--- config.mk ---
export PLATFORM = sky130hd
export DESIGN_NAME = tff_updown_counter
export DESIGN_NICKNAME = d
export VERILOG_FILES = /design/src/rtl/tff_pkg.sv /design/src/rtl/tff_cell.sv /design/src/rtl/tff_updown_counter.sv
export SDC_FILE = /design/constraint.sdc
export NUM_CORES = 1
export LEC_CHECK = 0
export BUFFER_PORTS_ARGS = -buffer_cell sky130_fd_sc_hd__clkbuf_2
export CORE_AREA = 4 4 41 43
export DETAILED_ROUTE_END_ITERATION = 16
export DIE_AREA = 0 0 45 47
export SLEW_MARGIN = 0
export SYNTH_ARGS = -nofsm -noshare
export SYNTH_HDL_FRONTEND = slang
export SYNTH_HIERARCHICAL = 1
export SYNTH_SLANG_ARGS = --single-unit
--- constraint.sdc ---
create_clock -name clk -period 2 [get_ports clk]
set_clock_uncertainty 0.1 [all_clocks]
set_input_delay 0.5 -clock clk [delete_from_list [all_inputs] [get_ports clk]]
set_output_delay 0.5 -clock clk [all_outputs]
set_load 0.02 [all_outputs]
--- src/rtl/tff_pkg.sv ---
// Shared mode encoding for the T flip-flop based up/down/load counter.
package tff_pkg;

  typedef logic [1:0] mode_t;

  localparam mode_t MODE_HOLD = 2'b00;
  localparam mode_t MODE_UP   = 2'b01;
  localparam mode_t MODE_DOWN = 2'b10;
  localparam mode_t MODE_LOAD = 2'b11;

endpackage

--- src/rtl/tff_cell.sv ---
// Single-bit T flip-flop with asynchronous active-high reset to RESET_BIT.
module tff_cell #(
  parameter logic RESET_BIT = 1'b0
) (
  input  logic clk,
  input  logic reset,
  input  logic t,
  output logic q,
  output logic qb
);

  logic r_q;

  // Toggle state on a rising edge whenever t is high.
  always_ff @(posedge clk or posedge reset) begin
    if (reset) begin
      r_q <= RESET_BIT;
    end else if (t) begin
      r_q <= ~r_q;
    end
  end

  assign q  = r_q;
  assign qb = ~r_q;

endmodule

--- src/rtl/tff_updown_counter.sv ---
// WIDTH-bit modulo up/down/load counter built from a row of T flip-flop cells.
module tff_updown_counter
  import tff_pkg::*;
#(
  parameter int unsigned     WIDTH     = 4,
  parameter longint unsigned MODULUS   = 16,
  parameter longint unsigned RESET_VAL = 0
) (
  input  logic             clk,
  input  logic             reset,
  input  logic             en,
  input  mode_t            mode,
  input  logic [WIDTH-1:0] d,
  output logic [WIDTH-1:0] q,
  output logic [WIDTH-1:0] qb,
  output logic             tc,
  output logic             wrap,
  output logic             load_err
);

  // Reject parameter sets that cannot be built.
  if (WIDTH < 1 || WIDTH > 32) begin : g_bad_width
    $error("tff_updown_counter: WIDTH must be 1..32");
  end
  if (MODULUS < 2 || MODULUS > (64'd1 << WIDTH)) begin : g_bad_modulus
    $error("tff_updown_counter: MODULUS must be 2..2**WIDTH");
  end
  if (RESET_VAL >= MODULUS) begin : g_bad_reset
    $error("tff_updown_counter: RESET_VAL must be below MODULUS");
  end

  // MODULUS itself may be 2**WIDTH, so range checks on d use one extra bit.
  localparam logic [WIDTH:0]   ModExt   = (WIDTH + 1)'(MODULUS);
  localparam logic [WIDTH-1:0] MaxVal   = WIDTH'(MODULUS - 1);
  localparam logic [WIDTH-1:0] ResetVec = WIDTH'(RESET_VAL);
  localparam logic [WIDTH-1:0] One      = WIDTH'(1);

  logic [WIDTH-1:0] w_q;
  logic [WIDTH-1:0] w_qb;
  logic [WIDTH-1:0] w_next;
  logic [WIDTH-1:0] w_t;
  logic [WIDTH:0]   w_d_ext;
  logic             w_d_oor;
  logic             w_tc;
  logic             w_load_err;
  logic             r_wrap;
  logic             r_load_err;

  // Select the requested next count; increments and decrements only happen away from the
  // wrap boundary, so they never overflow WIDTH bits.
  always_comb begin
    w_d_ext = {1'b0, d};
    w_d_oor = (w_d_ext >= ModExt);
    w_next  = w_q;
    if (en) begin
      case (mode)
        MODE_UP:   w_next = (w_q == MaxVal) ? '0 : w_q + One;
        MODE_DOWN: w_next = (w_q == '0) ? MaxVal : w_q - One;
        MODE_LOAD: w_next = w_d_oor ? MaxVal : d;
        default:   w_next = w_q;
      endcase
    end
  end

  // Terminal count and out-of-range load detection for the current inputs.
  always_comb begin
    w_tc       = en & (((mode == MODE_UP) & (w_q == MaxVal)) |
                       ((mode == MODE_DOWN) & (w_q == '0)));
    w_load_err = en & (mode == MODE_LOAD) & w_d_oor;
  end

  assign w_t = w_q ^ w_next;

  for (genvar i = 0; i < int'(WIDTH); i++) begin : g_cell
    tff_cell #(
      .RESET_BIT(ResetVec[i])
    ) u_cell (
      .clk  (clk),
      .reset(reset),
      .t    (w_t[i]),
      .q    (w_q[i]),
      .qb   (w_qb[i])
    );
  end

  // One-cycle wrap and load-error pulses, aligned with the new count.
  always_ff @(posedge clk or posedge reset) begin
    if (reset) begin
      r_wrap     <= 1'b0;
      r_load_err <= 1'b0;
    end else begin
      r_wrap     <= w_tc;
      r_load_err <= w_load_err;
    end
  end

  assign q        = w_q;
  assign qb       = w_qb;
  assign tc       = w_tc;
  assign wrap     = r_wrap;
  assign load_err = r_load_err;

endmodule

* After elaboration in Yosys (flattened, before gate mapping)
Cells that the tools add are included.
** Operators by class
- $add $sub $neg :: 2
- Equality and inequality tests :: 4
- Mux-type cells :: 4
- Bitwise gates (word level) :: 9
- Reductions and logical operators :: 1
** Operator list (count)
- 4-bit two-way mux :: 3
- 4-bit case mux with 3 select lines :: 1
- 4-bit by 1-bit adder with 4-bit output, second input constant :: 1
- 2-bit equality test, second input constant :: 2
- 4-bit equality test, second input constant :: 1
- 4-bit logical NOT :: 1
- 1-bit inverter :: 4
- 4-bit by 1-bit subtractor with 4-bit output, second input constant :: 1
- 4-bit XOR :: 1
- 1-bit bitwise AND :: 3
- 2-bit by 1-bit equality test with 1-bit output, second input constant :: 1
- 1-bit OR :: 1
** Word-level totals
- Flip-flop bits (word level) :: 5

* Longest topological paths before layout
- Depth after elaboration :: 5
- Depth in mapped cells :: 6
- Mapped depth without buffers :: 6

* Modules after synthesis
Netlist, hierarchy kept.
** By module, submodules not included
- tff_updown_counter :: times used 1, cells each 40, area an instance 300.3 µm², seq. area each 25.0 µm²
- tff_cell :: times used 4, cells each 4, area an instance 41.3 µm², seq. area each 25.0 µm²

* Worst setup path after synthesis
No wires, ideal clock.
- Kind :: reg-to-output
- Start point :: register g_cell[0].u_cell.r_q
- End point :: output tc
- Data arrival time :: 1401 ps
- Required time :: 1400 ps
- Setup slack :: -1 ps
- Cell stages (with the launch flop) :: 6
- Path buffers :: 0
- Cells stage by stage :: dfrtp_1 inv_1 ha_1 nor4b_2 a32oi_1 nor2_1
** On the way
- Longest elaborated chain between the ends :: 4
- Elaborated cells on any way between the ends :: 6
- Those cells by class :: eq/ne: 1; bitwise: 4; reduce/logical: 1
** RTL lines
- start, declared :: RTL line tff_cell.sv:12 : logic r_q;
- start signal, assigned :: RTL line tff_cell.sv:19 : r_q <= ~r_q;
- 4-bit equality test / 4-bit logical NOT (equally long branches) :: RTL line tff_updown_counter.sv:67, tff_updown_counter.sv:68
- 1-bit bitwise AND (on tied branches) :: RTL line tff_updown_counter.sv:67, tff_updown_counter.sv:68
- 1-bit OR * :: RTL line tff_updown_counter.sv:67 : w_tc = en & (((mode == MODE_UP) & (w_q == MaxVal)) |
- 1-bit bitwise AND * :: RTL line tff_updown_counter.sv:67
- end, declared :: RTL line tff_updown_counter.sv:16 : output logic tc,
Mark *: on every way between the ends. The rest lies on a longest branch, timed or not.

* Worst setup path after layout
- Start point :: register g_cell[1].u_cell.r_q
- End point :: output tc
** On the way
- Longest elaborated chain between the ends :: 4
- Elaborated cells on any way between the ends :: 6
- Those cells by class :: eq/ne: 1; bitwise: 4; reduce/logical: 1
** RTL lines (RTL line)
- start, declared :: tff_cell.sv:12
- start signal, assigned :: tff_cell.sv:19
- 4-bit equality test / 4-bit logical NOT (equally long branches) :: tff_updown_counter.sv:67, tff_updown_counter.sv:68
- 1-bit bitwise AND (on tied branches) :: tff_updown_counter.sv:67, tff_updown_counter.sv:68
- 1-bit OR * :: tff_updown_counter.sv:67
- 1-bit bitwise AND * :: tff_updown_counter.sv:67
Marked as above.

==> summary.txt <==
Run status
  • Outcome: finished with violations
  • Violated checks: setup timing

Critical path
  • Crit path to: tc
  • Cell Chain, Critical Path: buf_4, ha_2, a32oi_2, nor2_2, clkbuf_8
  • Beginning of the critical path: g_cell[1].u_cell/q
  • Worst-path fanout max: 8
  • Critical path's largest stage delay: 0.39 ns
  • Worst EP required: 1.40 ns
  • Reg2reg setup slack: 0.37 ns
  • Worst Setup End Kind: primary output
  • Buf/Inv on CP: 2
  • Crit-path slowest cell: dfrtp_1
  • FF-to-FF path depth: 6
  • Reg-to-reg startpoint: g_cell[1].u_cell/q
  • RR Endpoint: g_cell[3].u_cell/q
  • Worst Path Arrival: 1.45 ns
  • WP depth: 5
  • Crit-path leading delay family: flip-flops
  • Startpoint Class: flip-flop
  • Setup CP Type: reg -> out

Logic synthesis
  • Main combinational cell family by area after synthesis: compound AO/OA/AOI/OAI gates
  • Yosys cell types: 26
  • Yosys reg bits: 5
  • Post-synthesis xor/xnor area fraction: 15.1%
  • Post-synth top flop: dfrtp_1
  • Cell count after synthesis: 56
  • Synth Warn #: 6
  • Post-synthesis adder-cell area fraction: 5.38%
  • Syn_nets: 67
  • Synthesized area: 465 sq um
  • Compound-cell area share of the yosys netlist: 19.4%
  • Post-synthesis mux area share: 2.15%
  • Post-synth top area cell: dfrtp_1
  • Simple-Gate Fraction of Synth Area: 15.6%
  • Synth async-reset ratio: 100%
  • Synth top area share: 26.9%
  • Register area share after synthesis: 26.9%
  • Synth area leaders: dfrtp_1 (27%), xor2_1 (15%), inv_1 (10%), ha_1 (5.4%), a2111oi_2 (3.2%)
  • Post-synth EDFFs: 0
  • Syn Area/Cell: 8.31 sq um

CTS
  • Reg clk slew, reported paths: 0.05 ns
  • # hold bufs at CTS: 0
  • CTS tree: yes
  • CTS buffer count: 3
  • Max Root-Sink Buffers: 2
  • Clock sink count: 5
  • CTS HTree Levels: 1
  • Later-pin clock latency in the skew report: 0.25 ns
  • Clk root buf: clkbuf_4

Place
  • GPL Wtd Cong: 0.826
  • Post-placement cell count: 92
  • HPWL reported at the end of detailed placement: 857 um
  • Port bufs: 18

Route
  • Drt first pass iters: 5
  • Post-route ant nets: 0
  • DR vias: 461
  • Drt drc: 0
  • WL/cell: 11.6 um
  • Avg Vias per Cell: 4.75
  • Drt first-iter violations: 2
  • Drt total wl: 1130 um

Power
  • Switching share of power: 47.9%
  • Clock Power Share: 12.0%
  • Pwr per Cell Area: 1510 nW/um^2
  • Sequential power share: 18.5%
  • Leak pwr: 0.371 nW
  • Combinational group share of total power: 69.5%
  • Psw: 0.492 mW
  • Final Power: 1.03 mW
  • P_int: 0.536 mW
  • Max VDD drop: 0.822 mV

STA
  • Setup ws final: -0.0527 ns
  • Endpoints failing setup: 1
  • FMAX: 487 MHz
  • RSZ-0062 raised after global routing: yes
  • Final period utilization: 103%
  • Max-slew violation count: 0
  • Hold Fails Final Rpt: 0
  • Minimum clock period: 2.05 ns
  • Post-route setup TNS: -0.0527 ns

Floorplan
  • Die Height: 47 um
  • # rows: 13
  • Initial Util: 35.8%
  • Die ar.: 2120 sq um
  • Ports: 20
  • Core Area: 1300 sq um
  • Die width: 45 um

GRT
  • Largest net degree at the start of global routing: 10
  • Total gr overflow: 0
  • Initial antenna violation count: 0
  • Global-route wire length before repair: 1860 um
  • Vias in the first global route: 443
  • GRT Total Usage: 12.2%

Layout
  • Fin cells: 97
  • Area of the multi-input gates: 305 sq um
  • Filler instances: 147
  • P&R area growth vs syn: 46.0%
  • Share of post-route cells with drive strength above 1: 46.3%
  • Most common cell after layout, fill and taps aside: clkbuf_2
  • Most frequent cells in the layout: clkbuf_2 (17), inv_1 (11), xor2_1 (8)
  • Diodes inserted: 0
  • Final nets: 94
  • Reg area: 125 sq um

Hold path
  • Hold Path Class: in -> async

Flow run
  • Max-cap violations: 0
[what timing repair did]
action,4_1_cts,5_1_grt
gates resized for setup,10,0
buffers inserted,1,0
pin swaps,3,2
endpoints found under the setup margin,1,1
[worst min path at each step]
stage / slack [ns] / endpoint
5_1_grt: 0.02 / wrap
3_5_place_dp: 0.28 / g_cell[2].u_cell/q
4_1_cts: 0.006 / g_cell[3].u_cell/q
2_1_floorplan: 0.13 / g_cell[0].u_cell/q
6_report: 0.01 / g_cell[3].u_cell/q
3_3_place_gp: 0.28 / g_cell[0].u_cell/q
[cell usage after synthesis, drive strengths merged (2+ instances only)]
cell,instances
xor2,8
buf,3
nor2,3
inv,13
dfrtp,5
ha,2
nand2,4
[final cells by class]
cell class,instances,share of cell area [%]
multi-input combinational,35,44.9
timing repair buffer,25,22.8
inverter,13,7.18
clock buffer,4,3.87
sequential,5,18.4
tap,15,2.76
[state kept, by name (all words and copies together) (netlist names)]
register	flops
g_cell.u_cell/q	4
wrap	1
[per-stage QoR]
step	hold WS (ns)	util [%]	setup slack, ns	area (sq um)
floorplan	0.129	-	0.0652	468
global placement	0.278	46.3	0.0970	602
detailed placement	0.277	46.3	0.0311	602
CTS	0.00595	52.2	-0.0888	679
global route	0.0242	52.2	-0.123	679
finish	0.0134	52.2	-0.0527	679
[power by group through the flow]
stage	registers (mW)	clock network, mW	logic [mW]
floorplan	0.297	0	0.308
global placement	0.178	0	0.651
detailed placement	0.176	0	0.650
CTS	0.190	0.128	0.721
global route	0.198	0.132	0.776
finish	0.191	0.123	0.715
[routing by layer]
| metal | routed length (um) | up-vias | global-route usage [%] |
|---|---|---|---|
| met4 | 9 | 0 | 4.68 |
| li1 | - | 236 | - |
| met5 | 0 | - | 0 |
| met2 | 503 | 16 | 18.4 |
| met3 | 87 | 3 | 4.60 |
| met1 | 526 | 206 | 15.8 |
[logic make-up (layout without fill, tap and decap cells)]
group	after synthesis	in the layout
simple gates	12	12
compound gates	11	11
mux	1	1
buf+inv	16	42
other cells	1	1
xor+xnor	8	8
fa+ha+maj	2	2
flops	5	5
[worst reg2reg max path: cells and delay by family, from the launching register on]
kind / cells / cell delay [ns]
flip-flops: 1 / 0.39
buffers and inverters: 1 / 0.18
adder cells (fa/ha/maj): 1 / 0.21
AO/OA/AOI/OAI: 3 / 0.49
XOR/XNOR: 1 / 0.15
(Power assumes the default switching activity.)
